File: src/rtl/bypass_pkg.sv
// Shared types and helpers for the operand bypass network.
// Latency: n/a (types and a combinational helper only).
// Backpressure: n/a.
//
// Contents:
//   REG_ADDR_W      architectural register index width
//   bypass_entry_t  one tracked in-flight destination write {valid, rd, is_load}
//   is_ready()      whether a tracked entry's result is available on stage_data
package bypass_pkg;

  localparam int REG_ADDR_W = 5;

  typedef struct packed {
    logic                  valid;
    logic [REG_ADDR_W-1:0] rd;
    logic                  is_load;
  } bypass_entry_t;

  // Non-loads produce their result in the stage they sit in; load data only
  // appears on stage_data from load_stage onwards.
  function automatic logic is_ready(input bypass_entry_t e, input int k,
                                    input int load_stage);
    return !e.is_load || (k >= load_stage);
  endfunction

endpackage

File: src/rtl/bypass_select.sv
// Per-source operand resolver: youngest-match priority, readiness check, data mux.
// Latency: purely combinational, zero cycles.
// Backpressure: raises stall when the youngest match is a load still in flight.
//
// Ports:
//   entries     in   tracked in-flight writes, index 0 = youngest (EX)
//   rs          in   source register index
//   rf_val      in   register-file read value for rs
//   stage_data  in   DEPTH results, stage k at [k*XLEN +: XLEN]
//   val         out  resolved operand
//   fwd         out  one-hot forwarding stage (zero = regfile)
//   stall       out  youngest match is not ready
module bypass_select
  import bypass_pkg::*;
#(
  parameter int XLEN       = 64,
  parameter int DEPTH      = 3,
  parameter int LOAD_STAGE = 1
) (
  input  bypass_entry_t [DEPTH-1:0]      entries,
  input  logic [REG_ADDR_W-1:0]          rs,
  input  logic [XLEN-1:0]                rf_val,
  input  logic [DEPTH*XLEN-1:0]          stage_data,
  output logic [XLEN-1:0]                val,
  output logic [DEPTH-1:0]               fwd,
  output logic                           stall
);

  logic found;

  always_comb begin
    val   = rf_val;
    fwd   = '0;
    stall = 1'b0;
    found = 1'b0;
    for (int k = 0; k < DEPTH; k++) begin
      // Only the first (youngest) match counts; older ones are shadowed even
      // if their data is ready, which keeps WAW ordering correct.
      if (!found && entries[k].valid && (entries[k].rd == rs) && (rs != '0)) begin
        found = 1'b1;
        if (is_ready(entries[k], k, LOAD_STAGE)) begin
          val    = stage_data[k*XLEN +: XLEN];
          fwd[k] = 1'b1;
        end else begin
          stall = 1'b1;
        end
      end
    end
  end

endmodule

File: src/rtl/operand_bypass_net.sv
// Operand forwarding network with in-flight write tracking and load-use stall.
// Latency: operand select and stall are combinational (zero cycles); tracking updates on clk.
// Backpressure: stall holds the issue stage; a stalled issue enters the pipe as a bubble.
//
// Ports:
//   clk, rst_n                  clock, async active-low reset
//   adv, flush                  shift tracked stages / kill all in-flight entries
//   iss_valid/iss_rd/iss_is_load issuing instruction's destination write
//   src_rs, src_rf_val          NUM_SRC source indices and regfile values
//   stage_data                  DEPTH stage results, stage k at [k*XLEN +: XLEN]
//   src_val, src_fwd            resolved operands and one-hot forward source per operand
//   stall                       load-use hazard on any source
//   stall_cnt                   saturating stalled-cycle count (only with BYPASS_PERF_CNT_EN)
// Build option: define BYPASS_PERF_CNT_EN to add the stall_cnt counter and port.
module operand_bypass_net
  import bypass_pkg::*;
#(
  parameter int XLEN       = 64,
  parameter int NUM_SRC    = 2,
  parameter int DEPTH      = 3,
  parameter int LOAD_STAGE = 1
) (
  input  logic                          clk,
  input  logic                          rst_n,
  input  logic                          adv,
  input  logic                          flush,
  input  logic                          iss_valid,
  input  logic [REG_ADDR_W-1:0]         iss_rd,
  input  logic                          iss_is_load,
  input  logic [NUM_SRC*REG_ADDR_W-1:0] src_rs,
  input  logic [NUM_SRC*XLEN-1:0]       src_rf_val,
  input  logic [DEPTH*XLEN-1:0]         stage_data,
  output logic [NUM_SRC*XLEN-1:0]       src_val,
  output logic [NUM_SRC*DEPTH-1:0]      src_fwd,
  output logic                          stall
`ifdef BYPASS_PERF_CNT_EN
  ,
  output logic [31:0]                   stall_cnt
`endif
);

  bypass_entry_t [DEPTH-1:0] entries;
  logic [NUM_SRC-1:0]        src_stall;

  // Entry shift register. flush wins over adv; without adv everything holds.
  always_ff @(posedge clk or negedge rst_n) begin
    if (!rst_n) begin
      entries <= '0;
    end else if (flush) begin
      entries <= '0;
    end else if (adv) begin
      for (int k = 1; k < DEPTH; k++) begin
        entries[k] <= entries[k-1];
      end
      // A stalled issue must not be tracked: it enters as a bubble.
      entries[0].valid   <= iss_valid & ~stall;
      entries[0].rd      <= iss_rd;
      entries[0].is_load <= iss_is_load;
    end
  end

  for (genvar s = 0; s < NUM_SRC; s++) begin : g_src
    bypass_select #(
      .XLEN       (XLEN),
      .DEPTH      (DEPTH),
      .LOAD_STAGE (LOAD_STAGE)
    ) u_sel (
      .entries    (entries),
      .rs         (src_rs[s*REG_ADDR_W +: REG_ADDR_W]),
      .rf_val     (src_rf_val[s*XLEN +: XLEN]),
      .stage_data (stage_data),
      .val        (src_val[s*XLEN +: XLEN]),
      .fwd        (src_fwd[s*DEPTH +: DEPTH]),
      .stall      (src_stall[s])
    );
  end

  assign stall = |src_stall;

`ifdef BYPASS_PERF_CNT_EN
  // Stalled cycles that are being flushed away are not counted; flush does
  // not clear the counter.
  always_ff @(posedge clk or negedge rst_n) begin
    if (!rst_n) begin
      stall_cnt <= '0;
    end else if (stall && !flush && (stall_cnt != 32'hFFFF_FFFF)) begin
      stall_cnt <= stall_cnt + 32'd1;
    end
  end
`endif

endmodule

File: config.mk
export PLATFORM = sky130hd
export DESIGN_NAME = operand_bypass_net
export DESIGN_NICKNAME = d
export VERILOG_FILES = /design/src/rtl/bypass_pkg.sv /design/src/rtl/bypass_select.sv /design/src/rtl/operand_bypass_net.sv
export SDC_FILE = /design/constraint.sdc
export NUM_CORES = 1
export LEC_CHECK = 0
export CAP_MARGIN = 20
export CORE_AREA = 4 4 181 183
export DETAILED_ROUTE_END_ITERATION = 8
export DIE_AREA = 0 0 185 187
export PLACE_DENSITY = 0.62
export REMOVE_ABC_BUFFERS = 1
export SYNTH_ARGS = -nofsm -noshare
export SYNTH_HDL_FRONTEND = slang
export SYNTH_HIERARCHICAL = 1
export SYNTH_SLANG_ARGS = --single-unit
File: constraint.sdc
create_clock -name clk -period 6 [get_ports clk]
set_clock_uncertainty 0.15 [all_clocks]
set_input_delay 1.2 -clock clk [delete_from_list [all_inputs] [get_ports clk]]
set_output_delay 1.2 -clock clk [all_outputs]
set_load 0.05 [all_outputs]
==> flow_summary.yaml <==
status:
  status: "finished, final reports clean"
clocking:
  cts_resized: 0
  cts.path.max_buffers: 2
  cts_sinks: 19
  clock-root-buffer: "clkbuf_16"
  post_cts.repair.setup_buffers: 0
  clock_latency_ps: 250
  cts_tree: "yes"
  ctsHoldBuffers: 0
  clkTransAtPathRegs_ps: 60
  htree_num_levels: 1
  cts-buffers-inserted: 3
global_routing:
  grt_usage: 0.1893
  antenna_found_initial: 2
  grt_pass1_wl_mm: 51.39
  grt_max_degree: 65
  grt_pass1_vias: 7893
  grt-ovfl-total: 0
floorplan:
  die_area_um2: 34600
  die_x_um: 185
  coreArea_um2: 31230
  num_rows: 65
  io-pin-count: 476
  initial_utilization: 0.1890
  die_h_um: 187
pwr:
  cellPowerDensity_nw_per_um2: 86.57
  ir_drop_uv: 74.83
  p_leak_nw: 5.158
detailed_routing:
  wirelength_mm: 36.29
  first_iter_violations: 410
  drc: 0
  ant_nets: 0
  num_vias: 7746
  viasPerCell: 5.030
  drt_pass1_iterations: 5
  avgRoutedWirePerCell_um: 23.56
worst_setup_path:
  slowest_delay_ps: 690
  start_kind: "primary input"
  r2r_cells: 5
  cpMaxStageDelayCell: "o21bai_4"
  cpMostUsedCell: "buf_4"
  cp_cell_sequence: "clkdlybuf4s50_1 > xnor2_1 > nand4_1 > o21bai_4 > a21oi_4 > buf_4 > o22ai_1 > buf_4"
  worstPathRequired_ps: 4650
  worst-setup-path-type: "primary input to output pin"
  critical_path_arrival_ps: 3930
  worstPathMaxFanout: 42
  endpoint_kind: "output pin"
timing:
  period_minus_slack_ps: 5277
  hold_violations: 0
  hold_ws_ps: 396.5
  slew_viol_final: 0
  finalSetupViolCount: 0
  period_share: 0.8796
  rsz0062_at_grt: "no"
  worst_pin_slew_ps: 887.8
  slew-limit-headroom: 0.4063
  timing.fmax_ghz: 0.1895
  fin_ws_ps: 722.5
finish:
  finalInstanceArea_um2: 10840
  largest_reg_flops: 19
  nets: 1480
  layout.cells.non_filler: 1540
  final_layout_size_suffix_gt1_frac: 0.1555
  n_antenna_cell: 0
  areaGrowthSynthToFinish_pct: 83.72
  largestRegisters: "entries: 19 flops"
  largest_register: "entries"
place:
  placed_cells: 1535
  place.port_buffers: 475
  place_hpwl_mm: 28.49
  preCtsSetupSlack_ps: 669.6
  post_dp_cell_area_um2: 10740
  gp_congestion: 0.8992
synth:
  synthCells: 717
  synth.avg_cell_area_um2: 8.231
  yosys_warnings: 6
  netlist_area_um2: 5902
hold_path:
  min_path_cells: 2
  hp-class: "register to register"
flow_run:
  max-cap-violations: 0
==> final cells by class <==
class	count	area [µm²]
Fill cell	3256	20390
Clock buffer	4	78.83
Tap cell	402	503.0
Sequential cell	19	475.5
Multi-Input combinational cell	612	5011
Timing Repair Buffer	503	4775
==> worst max-delay path: cells and delay by family <==
family | cells | cell delay [ps]
AND/OR/NAND/NOR | 1 | 260
XOR/XNOR | 1 | 160
AO/OA/AOI/OAI | 3 | 1050
buffers and inverters | 3 | 1200
==> worst paths after layout <==
path                                              start                      end  slack, ps
worst min-delay path            entries[20]$_DFFE_PN0P_  entries[20]$_DFFE_PN0P_        400
min in group asynchronous                         rst_n   entries[3]$_DFFE_PN0P_       1300
worst min register to register  entries[20]$_DFFE_PN0P_  entries[20]$_DFFE_PN0P_        400
max in group asynchronous                         rst_n  entries[15]$_DFFE_PN0P_       3850
worst max register to register   entries[1]$_DFFE_PN0P_   entries[6]$_DFFE_PN0P_       4030
worst max-delay path                          src_rs[6]             src_val[106]        720
==> per-stage QoR <==
step / utilization / power (mW) / setup TNS (ps)
2_1_floorplan: - / 0.4233 / -513510
3_3_place_gp: 0.3438 / 0.7940 / 0
3_5_place_dp: 0.3438 / 0.7971 / 0
4_1_cts: 0.3463 / 0.9388 / 0
5_1_grt: 0.3472 / 0.9746 / 0
6_report: 0.3472 / 0.9387 / 0
==> per-layer routing <==
metal,global-route usage,part of all wire,wire [µm],vias up
met3,0.02548,0.065,2353,20
met5,0,0.00055,20,-
met4,0.02005,0.0096,348,2
met1,0.2504,0.43,15560,3802
li1,-,-,-,3629
met2,0.3374,0.50,18000,293
==> layout by cell type (no fill, tap or decap), types with 3 or more instances in the layout <==
cell type	n
buf_4	147
o22ai_1	128
nor2_1	20
clkdlybuf4s50_1	346
clkbuf_16	3
nand2_1	4
buf_12	9
nor4_2	4
xnor2_1	14
mux2i_1	274
xor2_1	16
dfrtp_1	19
and3_1	128
==> power breakdown <==
| part | leakage [nW] | switching, mW | total (mW) | internal, mW |
|---|---|---|---|---|
| sequential | 0.259 | 0.00797 | 0.141 | 0.133 |
| clock | 0.0382 | 0.0478 | 0.138 | 0.0904 |
| combinational | 4.86 | 0.340 | 0.660 | 0.320 |
| total | 5.16 | 0.396 | 0.939 | 0.543 |
Power figures use the tool's default switching activity.
